[src/rtl/rt_mem_preloader.sv]
// Streams a fixed-size image into memory port B, optionally reads it back and
// compares rotate-xor checksums, then releases the core via fetch_enable_o.
module rt_mem_preloader #(
  parameter int                    DATA_WIDTH  = 32,
  parameter int                    ADDR_WIDTH  = 22,
  parameter int                    NUM_WORDS   = 4088,
  parameter int                    ADDR_STRIDE = 4,
  parameter logic [ADDR_WIDTH-1:0] BASE_ADDR   = '0,
  parameter int                    TIMEOUT     = 64
) (
  input  logic                               clk_i,
  input  logic                               rst_i,
  input  logic                               start_i,
  input  logic                               verify_i,
  input  logic                               src_valid_i,
  input  logic [DATA_WIDTH-1:0]              src_data_i,
  output logic                               src_ready_o,
  output logic                               mem_en_o,
  output logic                               mem_we_o,
  output logic [ADDR_WIDTH-1:0]              mem_addr_o,
  output logic [DATA_WIDTH-1:0]              mem_wdata_o,
  output logic [DATA_WIDTH/8-1:0]            mem_be_o,
  input  logic                               mem_rvalid_i,
  input  logic [DATA_WIDTH-1:0]              mem_rdata_i,
  output logic                               busy_o,
  output logic                               done_o,
  output logic                               error_o,
  output logic                               fetch_enable_o,
  output logic [1:0]                         err_code_o,
  output logic [ADDR_WIDTH-1:0]              err_addr_o,
  output logic [$clog2(NUM_WORDS+1)-1:0]     word_cnt_o
);

  localparam int CNT_W  = $clog2(NUM_WORDS + 1);
  localparam int WAIT_W = $clog2(TIMEOUT + 1);

  typedef enum logic [3:0] {
    S_IDLE, S_W_FETCH, S_W_REQ, S_W_WAIT, S_W_GAP,
    S_V_REQ, S_V_WAIT, S_V_GAP, S_DONE, S_ERR
  } state_t;

  state_t                  state_q, state_d;
  logic                    verify_q, verify_d;
  logic [ADDR_WIDTH-1:0]   addr_q, addr_d;
  logic [CNT_W-1:0]        cnt_q, cnt_d;
  logic [DATA_WIDTH-1:0]   wsum_q, wsum_d;
  logic [DATA_WIDTH-1:0]   vsum_q, vsum_d;
  logic [DATA_WIDTH-1:0]   word_q, word_d;
  logic [WAIT_W-1:0]       wait_q, wait_d;
  logic [1:0]              err_code_q, err_code_d;
  logic [ADDR_WIDTH-1:0]   err_addr_q, err_addr_d;

  logic [CNT_W-1:0]        cnt_inc;
  logic [ADDR_WIDTH-1:0]   addr_inc;
  logic                    last_word;
  logic                    wait_expired;

  function automatic logic [DATA_WIDTH-1:0] rotl1(input logic [DATA_WIDTH-1:0] v);
    return {v[DATA_WIDTH-2:0], v[DATA_WIDTH-1]};
  endfunction

  assign cnt_inc      = cnt_q + CNT_W'(1);
  assign addr_inc     = addr_q + ADDR_WIDTH'(ADDR_STRIDE);
  assign last_word    = (cnt_inc == CNT_W'(NUM_WORDS));
  assign wait_expired = (wait_q == WAIT_W'(TIMEOUT - 1));

  always_ff @(posedge clk_i) begin
    if (rst_i) begin
      state_q    <= S_IDLE;
      verify_q   <= 1'b0;
      addr_q     <= BASE_ADDR;
      cnt_q      <= '0;
      wsum_q     <= '0;
      vsum_q     <= '0;
      word_q     <= '0;
      wait_q     <= '0;
      err_code_q <= 2'd0;
      err_addr_q <= '0;
    end else begin
      state_q    <= state_d;
      verify_q   <= verify_d;
      addr_q     <= addr_d;
      cnt_q      <= cnt_d;
      wsum_q     <= wsum_d;
      vsum_q     <= vsum_d;
      word_q     <= word_d;
      wait_q     <= wait_d;
      err_code_q <= err_code_d;
      err_addr_q <= err_addr_d;
    end
  end

  always_comb begin
    state_d        = state_q;
    verify_d       = verify_q;
    addr_d         = addr_q;
    cnt_d          = cnt_q;
    wsum_d         = wsum_q;
    vsum_d         = vsum_q;
    word_d         = word_q;
    wait_d         = wait_q;
    err_code_d     = err_code_q;
    err_addr_d     = err_addr_q;
    src_ready_o    = 1'b0;
    mem_en_o       = 1'b0;
    mem_we_o       = 1'b0;
    mem_wdata_o    = '0;
    mem_be_o       = '0;
    done_o         = 1'b0;
    error_o        = 1'b0;
    fetch_enable_o = 1'b0;

    unique case (state_q)
      S_IDLE: begin
        if (start_i) begin
          verify_d = verify_i;
          addr_d   = BASE_ADDR;
          cnt_d    = '0;
          wsum_d   = '0;
          vsum_d   = '0;
          state_d  = S_W_FETCH;
        end
      end
      S_W_FETCH: begin
        src_ready_o = 1'b1;
        if (src_valid_i) begin
          word_d  = src_data_i;
          state_d = S_W_REQ;
        end
      end
      S_W_REQ: begin
        mem_en_o    = 1'b1;
        mem_we_o    = 1'b1;
        mem_be_o    = '1;
        mem_wdata_o = word_q;
        wsum_d      = rotl1(wsum_q) ^ word_q;
        wait_d      = '0;
        state_d     = S_W_WAIT;
      end
      S_W_WAIT, S_V_WAIT: begin
        // Completion wins over an expiring timeout in the same cycle.
        if (mem_rvalid_i) begin
          if (state_q == S_V_WAIT) begin
            vsum_d  = rotl1(vsum_q) ^ mem_rdata_i;
            state_d = S_V_GAP;
          end else begin
            state_d = S_W_GAP;
          end
        end else if (wait_expired) begin
          err_code_d = 2'd1;
          err_addr_d = addr_q;
          state_d    = S_ERR;
        end else begin
          wait_d = wait_q + WAIT_W'(1);
        end
      end
      S_W_GAP: begin
        addr_d = addr_inc;
        cnt_d  = cnt_inc;
        if (!last_word) begin
          state_d = S_W_FETCH;
        end else if (verify_q) begin
          addr_d  = BASE_ADDR;
          cnt_d   = '0;
          state_d = S_V_REQ;
        end else begin
          state_d = S_DONE;
        end
      end
      S_V_REQ: begin
        mem_en_o = 1'b1;
        mem_be_o = '1;
        wait_d   = '0;
        state_d  = S_V_WAIT;
      end
      S_V_GAP: begin
        addr_d = addr_inc;
        cnt_d  = cnt_inc;
        if (!last_word) begin
          state_d = S_V_REQ;
        end else if (vsum_q == wsum_q) begin
          state_d = S_DONE;
        end else begin
          err_code_d = 2'd2;
          err_addr_d = BASE_ADDR;
          state_d    = S_ERR;
        end
      end
      S_DONE: begin
        done_o         = 1'b1;
        fetch_enable_o = 1'b1;
      end
      S_ERR: begin
        error_o = 1'b1;
      end
      default: begin
        state_d = S_IDLE;
      end
    endcase
  end

  assign busy_o     = (state_q != S_IDLE) && (state_q != S_DONE) && (state_q != S_ERR);
  assign mem_addr_o = addr_q;
  assign err_code_o = err_code_q;
  assign err_addr_o = err_addr_q;
  assign word_cnt_o = cnt_q;

endmodule

[config.mk]
export PLATFORM = sky130hd
export DESIGN_NAME = rt_mem_preloader
export DESIGN_NICKNAME = d
export VERILOG_FILES = /design/src/rtl/rt_mem_preloader.sv
export SDC_FILE = /design/constraint.sdc
export NUM_CORES = 1
export LEC_CHECK = 0
export CAP_MARGIN = 40
export CORE_MARGIN = 5
export CORE_UTILIZATION = 51
export CTS_CLUSTER_DIAMETER = 30
export CTS_CLUSTER_SIZE = 12
export DETAILED_ROUTE_END_ITERATION = 7
export GPL_ROUTABILITY_DRIVEN = 0
export PLACE_DENSITY = 0.78
export SETUP_SLACK_MARGIN = 0.05
export SYNTH_ARGS = -nofsm -noshare
export SYNTH_HDL_FRONTEND = slang
export SYNTH_SLANG_ARGS = --single-unit
[constraint.sdc]
create_clock -name clk_i -period 2.5 [get_ports clk_i]
set_input_delay 0.5 -clock clk_i [delete_from_list [all_inputs] [get_ports clk_i]]
set_output_delay 0.5 -clock clk_i [all_outputs]
set_load 0.005 [all_outputs]
Word-level counts from Yosys, hierarchy flattened:

Index checks and enable logic that the tools add are counted.

* register bits: 166
* output and inout bits: 101
* word-level logic and storage cells: 103
* bits of input ports: 70

* muxes and demuxes: 43
* bitwise gates (word level): 3
* $add $sub $neg: 3
* reductions and logical operators: 20
* eq/ne operators: 24

Operator list (count)
* $mux 22: 7
* $mux 32: 4
* $pmux 32 s2: 2
* $pmux 22 s3: 1
* $xor 32x32->32: 2
* $pmux 22 s2: 1
* $mux 12: 3
* $pmux 12 s3: 1
* $eq 32x32->1: 1
* $mux 4: 8
* $pmux 4 s8: 1
* $add 22x3->22 const B: 1
* $ne 2x2->1 const B: 9
* $eq 4x3->1 const B: 4
* $mux 7: 2
* $pmux 7 s2: 1
* $add 12x1->12 const B: 1
* $eq 12x12->1 const B: 1
* $mux 2: 5
* $eq 4x2->1 const B: 2
* $eq 4x4->1 const B: 2
* $ne 4x4->1 const B: 2
* $reduce_and 2->1: 4
* $reduce_and 4->1: 2
* other kinds (15): 26

Depth between registers and ports, before layout:

Gate-level depths: netlist of the first run.

* depth after elaboration: 4
* gate-level depth with buffers: 10
* gate-level depth less buffers: 8

Least setup slack after synthesis of the first run:

Ideal clock, no wire load.

* kind: register -> register
* start point: register cnt_q[0] (netlist: word_cnt_o[0])
* end point: register addr_q[10] (netlist: mem_addr_o[10])
* buffers on the path: 2
* arrival: 2.108 ns
* path slack: 0.277 ns
* stages on the path, launching flop included: 11
* clock period less this slack: 2.223 ns
* library setup time: 0.115 ns
* required time: 2.385 ns
* cells stage by stage: dfxtp_1 ha_1 and2_1 nor4_1 a211oi_2 nor4_2 o21ai_1 nand2b_1 buf_2 buf_4 nor2_1

* word-level cells in the longest chain between the ends: 4

Ends and longest elaborated chain
* start, declared: RTL line 45 `logic [CNT_W-1:0] cnt_q, cnt_d;`
* start signal, assigned: RTL line 83 `cnt_q <= cnt_d;`
* $add 12x1->12: RTL line 62 `assign cnt_inc = cnt_q + CNT_W'(1);`
* $eq 12x12->1: RTL line 64 `assign last_word = (cnt_inc == CNT_W'(NUM_WORDS));`
* $mux 22: RTL line 160 `if (!last_word) begin`
* $pmux 22 s3: RTL line 113 `unique case (state_q)`
* end signal, assigned: RTL line 82 `addr_q <= addr_d;`
* end, declared: RTL line 44 `logic [ADDR_WIDTH-1:0] addr_q, addr_d;`

Every way passes these cells.
A chain may end at the register's enable or synchronous reset.

Worst setup path in the final report of the first run:

* start point: register state_q[1]
* end point: output port done_o

* word-level cells in the longest chain between the ends: 2

Ends and longest elaborated chain
* start, declared: RTL line 42 `state_t state_q, state_d;`
* start signal, assigned: RTL line 80 `state_q <= state_d;`
* $eq 4x4->1: RTL line 113
* $mux 1: RTL line 113
* end, declared: RTL line 26 `output logic done_o,`

Every way passes these cells.

==> impl_metrics.yaml, run 1 <==
critical_path:
  crit_required_ps: 2000
  arrival_ps: 1870
  r2r_cells: 7
  critPathMaxFanout: 8
  end_kind: "primary output"
  cp-start-kind: "register"
  crit_type: "reg -> out"
clock_tree:
  cts_buffers: 17
  clockRootBuffer: "clkbuf_16"
  cts_tree: "built"
  cts_sinks: 163
  cts_max_path_buffers: 2
  clkTransAtPathRegs_ps: 60
  cts_htree_levels: 4
  clk_latency_ps: 420
  cts_hold_buf: 0
drt:
  drtIter0Drc: 500
  finalWirelength_um: 20900
  viasPerCell: 5.29
  drc: 0
  avgRoutedWirePerCell_um: 15.8
  dr.pass1.iters: 5
  vias: 6964
  ant_nets: 0
power_and_ir_drop:
  max-vdd-ir-drop_mv: 0.553
  powerDensity_nw_per_um2: 614
  leakage_uw: 0.00471
die:
  fp.dieW_um: 136
  die_area_um2: 18400
  initial_core_util_pct: 51.4
  placementRows: 46
  fp.dieH_um: 136
  ios: 171
  core_area_um2: 15700
yosys:
  synth_compound_area_share_pct: 12.7
  synth-seq-area-share_pct: 40.6
  ys_warn_count: 0
  synth_top_flop_cell: "dfxtp_1"
  synth_mux_area_share_pct: 5.15
  synth_top_family_by_area: "simple AND/OR/NAND/NOR gates"
  synth.distinct_cells: 52
  synthAdderAreaFrac_pct: 0.622
  yosys_register_bits: 163
  synth_xor_xnor_area_share_pct: 12.6
  synth_area_um2: 8050
  synthCells: 915
  yosys.area_share.simple_pct: 23.0
  synth-edff-count: 0
  async_flop_share_pct: 0
  synth.avg_cell_area_um2: 8.79
final_layout:
  fillers: 1194
  nNetsFinal: 1161
  fin_cells: 1317
  fin_util_pct: 69.5
  final_cell_mix: "dfxtp_1 (159), clkdlybuf4s50_1 (129), nor2_1 (107)"
  regArea_um2: 3280
  drive_gt1_share_pct: 12.4
  final_common_cell: "dfxtp_1"
  syn_to_final_growth_pct: 35.2
  multiInputGateArea_um2: 4450
global_routing:
  grt_pass1_wl_um: 33200
  antenna_found_initial: 0
  grt_overflow: 0
  grt_use_total_pct: 22.4
  grt_pass1_vias: 6452
  grt_max_degree: 66
sta:
  rsz0062_at_grt: "false"
  fmax_mhz: 421
  finalHoldViolCount: 0
  worst_slew_pin_slew_ps: 690
  finalCritPeriodShare_pct: 94.9
  fin_crit_ps: 2370
  slew_headroom_pct: 54.0
  setup_viol: 0
  finClkSkew_ps: 12.2
  report.final.slew_viol_count: 0
placement:
  dp_cells: 1264
  port_buffers: 168
  dp_hpwl_um: 13800
worst_hold_path:
  min_path_type: "reg -> reg"
  holdPathStages: 2
outcome:
  status: "complete, no violations"
flow_run:
  drv_cap: 0
[final cells by class]
cell class,instances,area share (%)
inverter,26,0.897
sequential,163,30.1
clock buffer,21,4.23
antenna,1,0.0230
clock inverter,11,0.920
tap,216,2.48
timing repair buffer,219,20.4
multi-input combinational,660,40.9
[path summary, 6_finish.rpt]
path	slack [ps]	end	startpoint
worst max-delay path	130	done_o	state_q[1]
worst min-delay path	460	err_addr_o[2]	err_addr_o[2]
worst max register to register	170	state_q[2]	word_cnt_o[0]
worst min register to register	460	err_addr_o[2]	err_addr_o[2]
[sequential cells by signal, summed over array words and instances, names as in the netlist, 2 cells and up]
| name | count |
|---|---|
| wait_q | 7 |
| vsum_q | 32 |
| word_q | 32 |
| mem_addr_o | 20 |
| err_code_o | 2 |
| err_addr_o | 21 |
| word_cnt_o | 12 |
| state_q | 4 |
| wsum_q | 32 |
[per-stage QoR]
| step | power [uW] | area, um^2 | hold WS [ps] | setup WS, ps | setup TNS [ps] |
|---|---|---|---|---|---|
| after CTS | 6660 | 10700 | 467 | -44.3 | -323 |
| after global routing | 6950 | 10900 | 492 | 32.1 | 0 |
| after global placement | 4060 | 10000 | 452 | 135 | 0 |
| after detailed placement | 4070 | 10000 | 458 | 21.3 | 0 |
| after floorplan | 3560 | 8050 | 457 | 277 | 0 |
| final | 6680 | 10900 | 465 | 127 | 0 |
[Yosys cell counts, types with 5 or more instances]
cell type	n	area, um^2
a22oi_1	32	240
o21ai_0	8	40.0
clkbuf_1	46	173
a21oi_1	52	260
buf_4	12	90.1
buf_2	7	35.0
and3_1	12	75.1
mux2i_1	38	380
nor2_1	112	420
nand4_1	17	106
nor3b_1	5	37.5
xnor2_1	42	368
and2_1	39	244
nand3b_1	21	158
dfxtp_1	163	3260
nand3_1	42	210
o41ai_2	18	293
nor4_1	11	68.8
xor2_1	74	648
nand2_1	68	255
inv_1	26	97.6
nand2b_1	11	68.8
nor3_1	8	40.0
[kinds of logic (layout without fill, tap and decap cells)]
| family | after synthesis | in the layout |
|---|---|---|
| buffers and inverters | 94 | 277 |
| DFF | 163 | 163 |
| and+or+nand+nor | 363 | 364 |
| other | 1 | 3 |
| muxes | 41 | 41 |
| adders and majority gates | 4 | 4 |
| xor gates and xnor gates | 116 | 116 |
| AOI/OAI and AO/OA | 133 | 133 |
[where the power goes]
part | switching, uW | leakage, uW | internal (uW)
Clock | 1060 | 0.000274 | 1430
Sequential | 119 | 0.00132 | 2700
Combinational | 723 | 0.00312 | 655
[metal layers]
layer  vias to the layer above  GRT usage, %  part of all wire [%]
li1                       3469             -                     -
met2                       199          35.8                    46
met4                         0          6.72                   1.7
met5                         -             0                     0
met1                      3268          29.9                    45
met3                        28          5.65                   7.3
[repair_timing]
action | in CTS | in global routing
endpoints found under the hold margin | 0 | 0
endpoints found under the setup margin | 52 | 43
pin swaps | 3 | 3
buffers inserted | 7 | 9
resized for setup | 42 | 26
gates cloned | 3 | 1
[worst max-delay path, cell delays in order, from the launching register on]
cell and delay, ps:
dfxtp_4 370, buf_4 170, nor2_4 150, nand2_1 100, nor2_2 140, clkdlybuf4s50_1 530
Note: power is estimated with default switching activity, not from simulation.
==> run 2: changes to the inputs <==
--- a/config.mk
+++ b/config.mk
@@ -13,7 +13,6 @@
 export DETAILED_ROUTE_END_ITERATION = 7
 export GPL_ROUTABILITY_DRIVEN = 0
 export PLACE_DENSITY = 0.78
-export SETUP_SLACK_MARGIN = 0.05
 export SYNTH_ARGS = -nofsm -noshare
 export SYNTH_HDL_FRONTEND = slang
 export SYNTH_SLANG_ARGS = --single-unit
==> constraint.sdc (replaced) <==
create_clock -name clk_i -period 2.65 [get_ports clk_i]
set_input_delay 0.6625 -clock clk_i [delete_from_list [all_inputs] [get_ports clk_i]]
set_output_delay 0.6625 -clock clk_i [all_outputs]
set_load 0.005 [all_outputs]
==> run 2 against run 1 <==
Against the previous run:
- clock power about the same
- core utilization fell by 0.70 points
- total power down 4.3%
- cell area is 1.0% lower
- critical endpoint is now mem_we_o
==> impl_metrics.yaml, run 2 (synthesis gave the netlist of run 1 again) <==
outcome:
  status: "complete, no violations"
global_routing:
  antenna_found_initial: 1
  grt_use_total_pct: 22.6
  met3_usage_pct: 5.42
  grt_overflow: 0
  top_usage_layer: "met2"
  grt_max_degree: 47
  grt_use_met1_pct: 30.6
  grt_pass1_wl_um: 33300
  grt_use_met2_pct: 35.8
  grt_pass1_vias: 6536
clock_tree:
  cts_max_path_buffers: 2
  cts_hold_buf: 0
  clk_latency_ps: 430
  cts_tree: "built"
  clkTransAtPathRegs_ps: 70
  cts_buffers: 17
  cts_sinks: 163
  clockRootBuffer: "clkbuf_16"
  cts_htree_levels: 4
drt:
  drc: 0
  dr.pass1.iters: 5
  ant_nets: 0
  viasPerCell: 5.35
  drtIter0Drc: 516
  finalWirelength_um: 21000
  vias: 6997
  avgRoutedWirePerCell_um: 16.1
die:
  ios: 171
  placementRows: 46
  core_area_um2: 15700
  die_area_um2: 18400
  fp.dieW_um: 136
  initial_core_util_pct: 51.4
  fp.dieH_um: 136
final_layout:
  drive_gt1_share_pct: 11.5
  nNetsFinal: 1154
  final_common_cell: "dfxtp_1"
  syn_to_final_growth_pct: 33.9
  final_cell_mix: "dfxtp_1 (160), clkdlybuf4s50_1 (128), nor2_1 (107)"
  reg_top3: "vsum_q: 32 flops, word_q: 32 flops, wsum_q: 32 flops"
  fin_cells: 1309
  fillers: 1229
  n_antenna_cell: 0
flow_run:
  drv_cap: 0
power_and_ir_drop:
  powerDensity_nw_per_um2: 594
  power_uw: 6400
  max-vdd-ir-drop_mv: 0.593
  leakage_uw: 0.00456
critical_path:
  end_kind: "primary output"
  arrival_ps: 1910
  critPathMaxFanout: 10
  cp-start-kind: "register"
  crit_type: "reg -> out"
  crit_required_ps: 1990
sta:
  report.final.slew_viol_count: 0
  finalHoldViolCount: 0
  fmax_mhz: 388
  finClkSkew_ps: 7.74
  fin_crit_ps: 2580
  worst_slack_ps: 73.3
  worst_slew_pin_slew_ps: 511
  setup_viol: 0
  finalCritPeriodShare_pct: 97.2
  slew_headroom_pct: 65.9
placement:
  port_buffers: 168
  dp_hpwl_um: 13900
  dp_cells: 1263
  preCtsSetupSlack_ps: 100
worst_hold_path:
  min_path_type: "reg -> reg"
## run 2: changes by cell type in the layout (fill, tap and decap cells not counted), moves of 3 or more
cell	before	now
clkinv_2	4	0
dlygate4sd2_1	25	37
dlymetal6s2s_1	11	2
inv_8	0	3
clkinv_4	1	6
buf_4	39	34
## run 2: final timing paths
| check | startpoint | end | slack (ps) | depth (start not counted) |
|---|---|---|---|---|
| setup / recovery | state_q[3] | mem_we_o | 70 | 6 |
| hold / removal | err_addr_o[21] | err_addr_o[21] | 460 | 2 |
| setup reg to reg | word_cnt_o[3] | err_addr_o[3] | 200 | 6 |
| hold reg to reg | err_addr_o[21] | err_addr_o[21] | 460 | 2 |
## run 2: timing repair
item	4_1_cts	5_1_grt
endpoints found under the setup margin	41	21
resized for setup	53	4
setup buffers	10	0
pin swaps	2	2
cloned	3	1
## run 2: stage by stage
step | utilization, % | hold WS, ps | setup TNS [ps] | cell area [um^2]
after floorplan | - | 457 | 0 | 8050
after global placement | 63.8 | 452 | 0 | 9990
after detailed placement | 63.8 | 458 | 0 | 9990
after CTS | 68.6 | 468 | -3.55 | 10700
after global routing | 68.8 | 491 | -1.02 | 10800
final | 68.8 | 462 | 0 | 10800
## run 2: worst max-delay path, stage by stage (launching register included)
cell	delay, ps
dfxtp_1	320
inv_2	90
nand2_4	70
nor3_4	220
buf_6	150
buf_16	130
clkdlybuf4s50_1	500
## run 2: routing by layer
layer  routed length (um)  share of wire (%)
met2                 9600                 46
met1                 9730                 46
met3                 1300                6.2
met4                  370                1.8
met5                   20              0.095
## run 2: final cells by class
type / count / area [um^2] / area share (%)
Multi-Input combinational cell: 660 / 4420 / 41.1
Sequential cell: 163 / 3270 / 30.4
Timing Repair Buffer: 212 / 2120 / 19.6
Clock buffer: 19 / 453 / 4.20
Tap cell: 216 / 270 / 2.51
Clock inverter: 13 / 141 / 1.31
Inverter: 26 / 97.6 / 0.906
## run 2: report_power, final
| part | leakage, uW | internal (uW) | switching (uW) | total (uW) |
|---|---|---|---|---|
| sequential | 0.00132 | 2540 | 112 | 2660 |
| clock | 0.000290 | 1380 | 1090 | 2460 |
| combinational | 0.00295 | 599 | 677 | 1280 |
==> run 3: changes to the inputs <==
--- a/config.mk
+++ b/config.mk
@@ -7,12 +7,12 @@
 export LEC_CHECK = 0
 export CAP_MARGIN = 40
 export CORE_MARGIN = 5
-export CORE_UTILIZATION = 51
+export CORE_UTILIZATION = 46
 export CTS_CLUSTER_DIAMETER = 30
 export CTS_CLUSTER_SIZE = 12
 export DETAILED_ROUTE_END_ITERATION = 7
 export GPL_ROUTABILITY_DRIVEN = 0
-export PLACE_DENSITY = 0.78
+export PLACE_DENSITY = 0.74
 export SYNTH_ARGS = -nofsm -noshare
 export SYNTH_HDL_FRONTEND = slang
 export SYNTH_SLANG_ARGS = --single-unit
==> constraint.sdc (replaced) <==
create_clock -name clk_i -period 2.25 [get_ports clk_i]
set_input_delay 0.3375 -clock clk_i [delete_from_list [all_inputs] [get_ports clk_i]]
set_output_delay 0.3375 -clock clk_i [all_outputs]
set_load 0.005 [all_outputs]
==> run 3 against run 2 <==
Against the previous run:
- the flow now finishes with violations (negative setup slack)
- critical path type is now reg -> reg
- flip-flop and latch count did not move
- total power grew 19%
- wire length rose by 3.9%
- global-route usage fell by 1.8 points
- via count up 1.9%
- critical endpoint is now err_addr_o[21]
- hold slack worse by 100 ps
- non-clock buffer count rose by 32
- critical path depth rose by 4
- largest power group unchanged
- count of clock-buffer cells in the layout is the same
- cell area increased by 5.2%
- die area is 10% higher
- core utilization shrank 3.0 points
==> impl_metrics.yaml, run 3 (synthesis gave the netlist of run 1 again) <==
final_layout:
  final_common_cell: "dfxtp_1"
  final_cell_mix: "dfxtp_1 (156), clkdlybuf4s50_1 (129), nor2_1 (106)"
  fin_util_pct: 65.8
  n_antenna_cell: 0
  nNetsFinal: 1185
  syn_to_final_growth_pct: 40.9
  drive_gt1_share_pct: 16.0
  reg_top3: "vsum_q: 32 flops, word_q: 32 flops, wsum_q: 32 flops"
critical_path:
  path_buf_inv: 3
  arrival_ps: 2580
  crit_path_top_delay_cell: "nor4b_4"
  crit_top_cell: "nor4b_4"
  slowest_delay_ps: 370
  crit_type: "reg -> reg"
  critPathMaxFanout: 15
  cp-start-kind: "register"
  cp_cell_sequence: "ha_4 > buf_6 > a21oi_2 > nor4b_4 > a221oi_4 > buf_4 > nor4b_4 > and2_4 > buf_12 > o41ai_2"
  crit_required_ps: 2550
  end_kind: "register"
  crit_family: "simple AND/OR/NAND/NOR gates"
die:
  die_area_um2: 20200
  fp.dieH_um: 142
  ios: 171
  initial_core_util_pct: 46.7
  placementRows: 48
  fp.dieW_um: 142
  core_area_um2: 17200
power_and_ir_drop:
  internal_power_uw: 5430
  clockPowerShare_pct: 37.9
  p_comb_share_pct: 20.8
  seq_power_share_pct: 41.3
  switchingPower_uw: 2170
  leakage_uw: 0.00479
  power_uw: 7590
  swShare_pct: 28.5
  powerDensity_nw_per_um2: 670
  max-vdd-ir-drop_mv: 0.640
sta:
  slew_headroom_pct: 66.3
  finalCritPeriodShare_pct: 101
  holdWs_ps: 362
  setup_viol: 23
  report.final.slew_viol_count: 0
  rsz0062_at_grt: "true"
  fin_tns_setup_ps: -419
  worst_slew_pin_slew_ps: 505
  fin_crit_ps: 2280
  worst_slack_ps: -33.7
  finalHoldViolCount: 0
  finClkSkew_ps: 10.9
  fmax_mhz: 438
placement:
  dp_hpwl_um: 14300
  port_buffers: 168
  preCtsSetupSlack_ps: -69.2
drt:
  vias: 7128
  avgRoutedWirePerCell_um: 16.2
  viasPerCell: 5.28
  drc: 0
  finalWirelength_um: 21800
  dr.pass1.iters: 5
  drtIter0Drc: 524
  ant_nets: 0
outcome:
  status: "finished, violations left"
  violations: "negative setup slack"
worst_hold_path:
  min_path_type: "in -> reg"
clock_tree:
  cts_hold_buf: 0
  clockRootBuffer: "clkbuf_16"
  cts_htree_levels: 4
  cts_buffers: 17
  cts_max_path_buffers: 2
  clk_latency_ps: 430
  cts_sinks: 163
  cts_tree: "built"
  clkTransAtPathRegs_ps: 70
global_routing:
  grt_pass1_vias: 6685
  antenna_found_initial: 0
  grt_overflow: 0
  grt_pass1_wl_um: 33900
  grt_max_degree: 44
  grt_use_total_pct: 20.8
flow_run:
  drv_cap: 0
run 3: power groups by stage:
stage          Sequential (uW)  Combinational, uW  Clock (uW)
5_1_grt                   3150               1700        3030
3_3_place_gp              3180               1380           0
3_5_place_dp              3190               1390           0
2_1_floorplan             3130                833           0
4_1_cts                   3130               1570        2920
6_report                  3130               1580        2880
run 3: area by class of cell:
| type | instances | area (um^2) |
|---|---|---|
| well taps | 225 | 282 |
| flip-flops and latches | 163 | 3280 |
| inverters | 26 | 97.6 |
| multi-input cells | 659 | 4620 |
| fillers | 1355 | 5900 |
| repair buffers | 244 | 2480 |
| clock inverters | 13 | 149 |
| clock buffers | 19 | 433 |
run 3: through the flow:
step / std cells / cell area, um^2
after floorplan: 916 / 8050
after global placement: 1293 / 10200
after detailed placement: 1293 / 10200
after CTS: 1344 / 11100
after global routing: 1349 / 11300
final: 1349 / 11300
run 3: worst paths after layout:
path	cells after the start	slack (ps)	startpoint	endpoint
setup / recovery	10	-30	word_cnt_o[0]	err_addr_o[21]
hold / removal	2	360	rst_i	wsum_q[15]
setup reg to reg	10	-30	word_cnt_o[0]	err_addr_o[21]
hold reg to reg	2	470	err_code_o[1]	err_code_o[1]
run 3: layer usage:
| metal | GRT usage, % | vias to the layer above | part of all wire (%) |
|---|---|---|---|
| li1 | - | 3522 | - |
| met1 | 27.5 | 3357 | 45 |
| met2 | 33.3 | 219 | 47 |
| met3 | 5.85 | 30 | 6.9 |
| met4 | 6.21 | 0 | 1.6 |
| met5 | 0 | - | 0 |
run 3: what timing repair did:
item                                    4_1_cts  5_1_grt
cloned                                        3        2
setup buffers                                16        4
endpoints found under the setup margin       83       65
pin swaps                                     7       20
gates resized for setup                      65       34
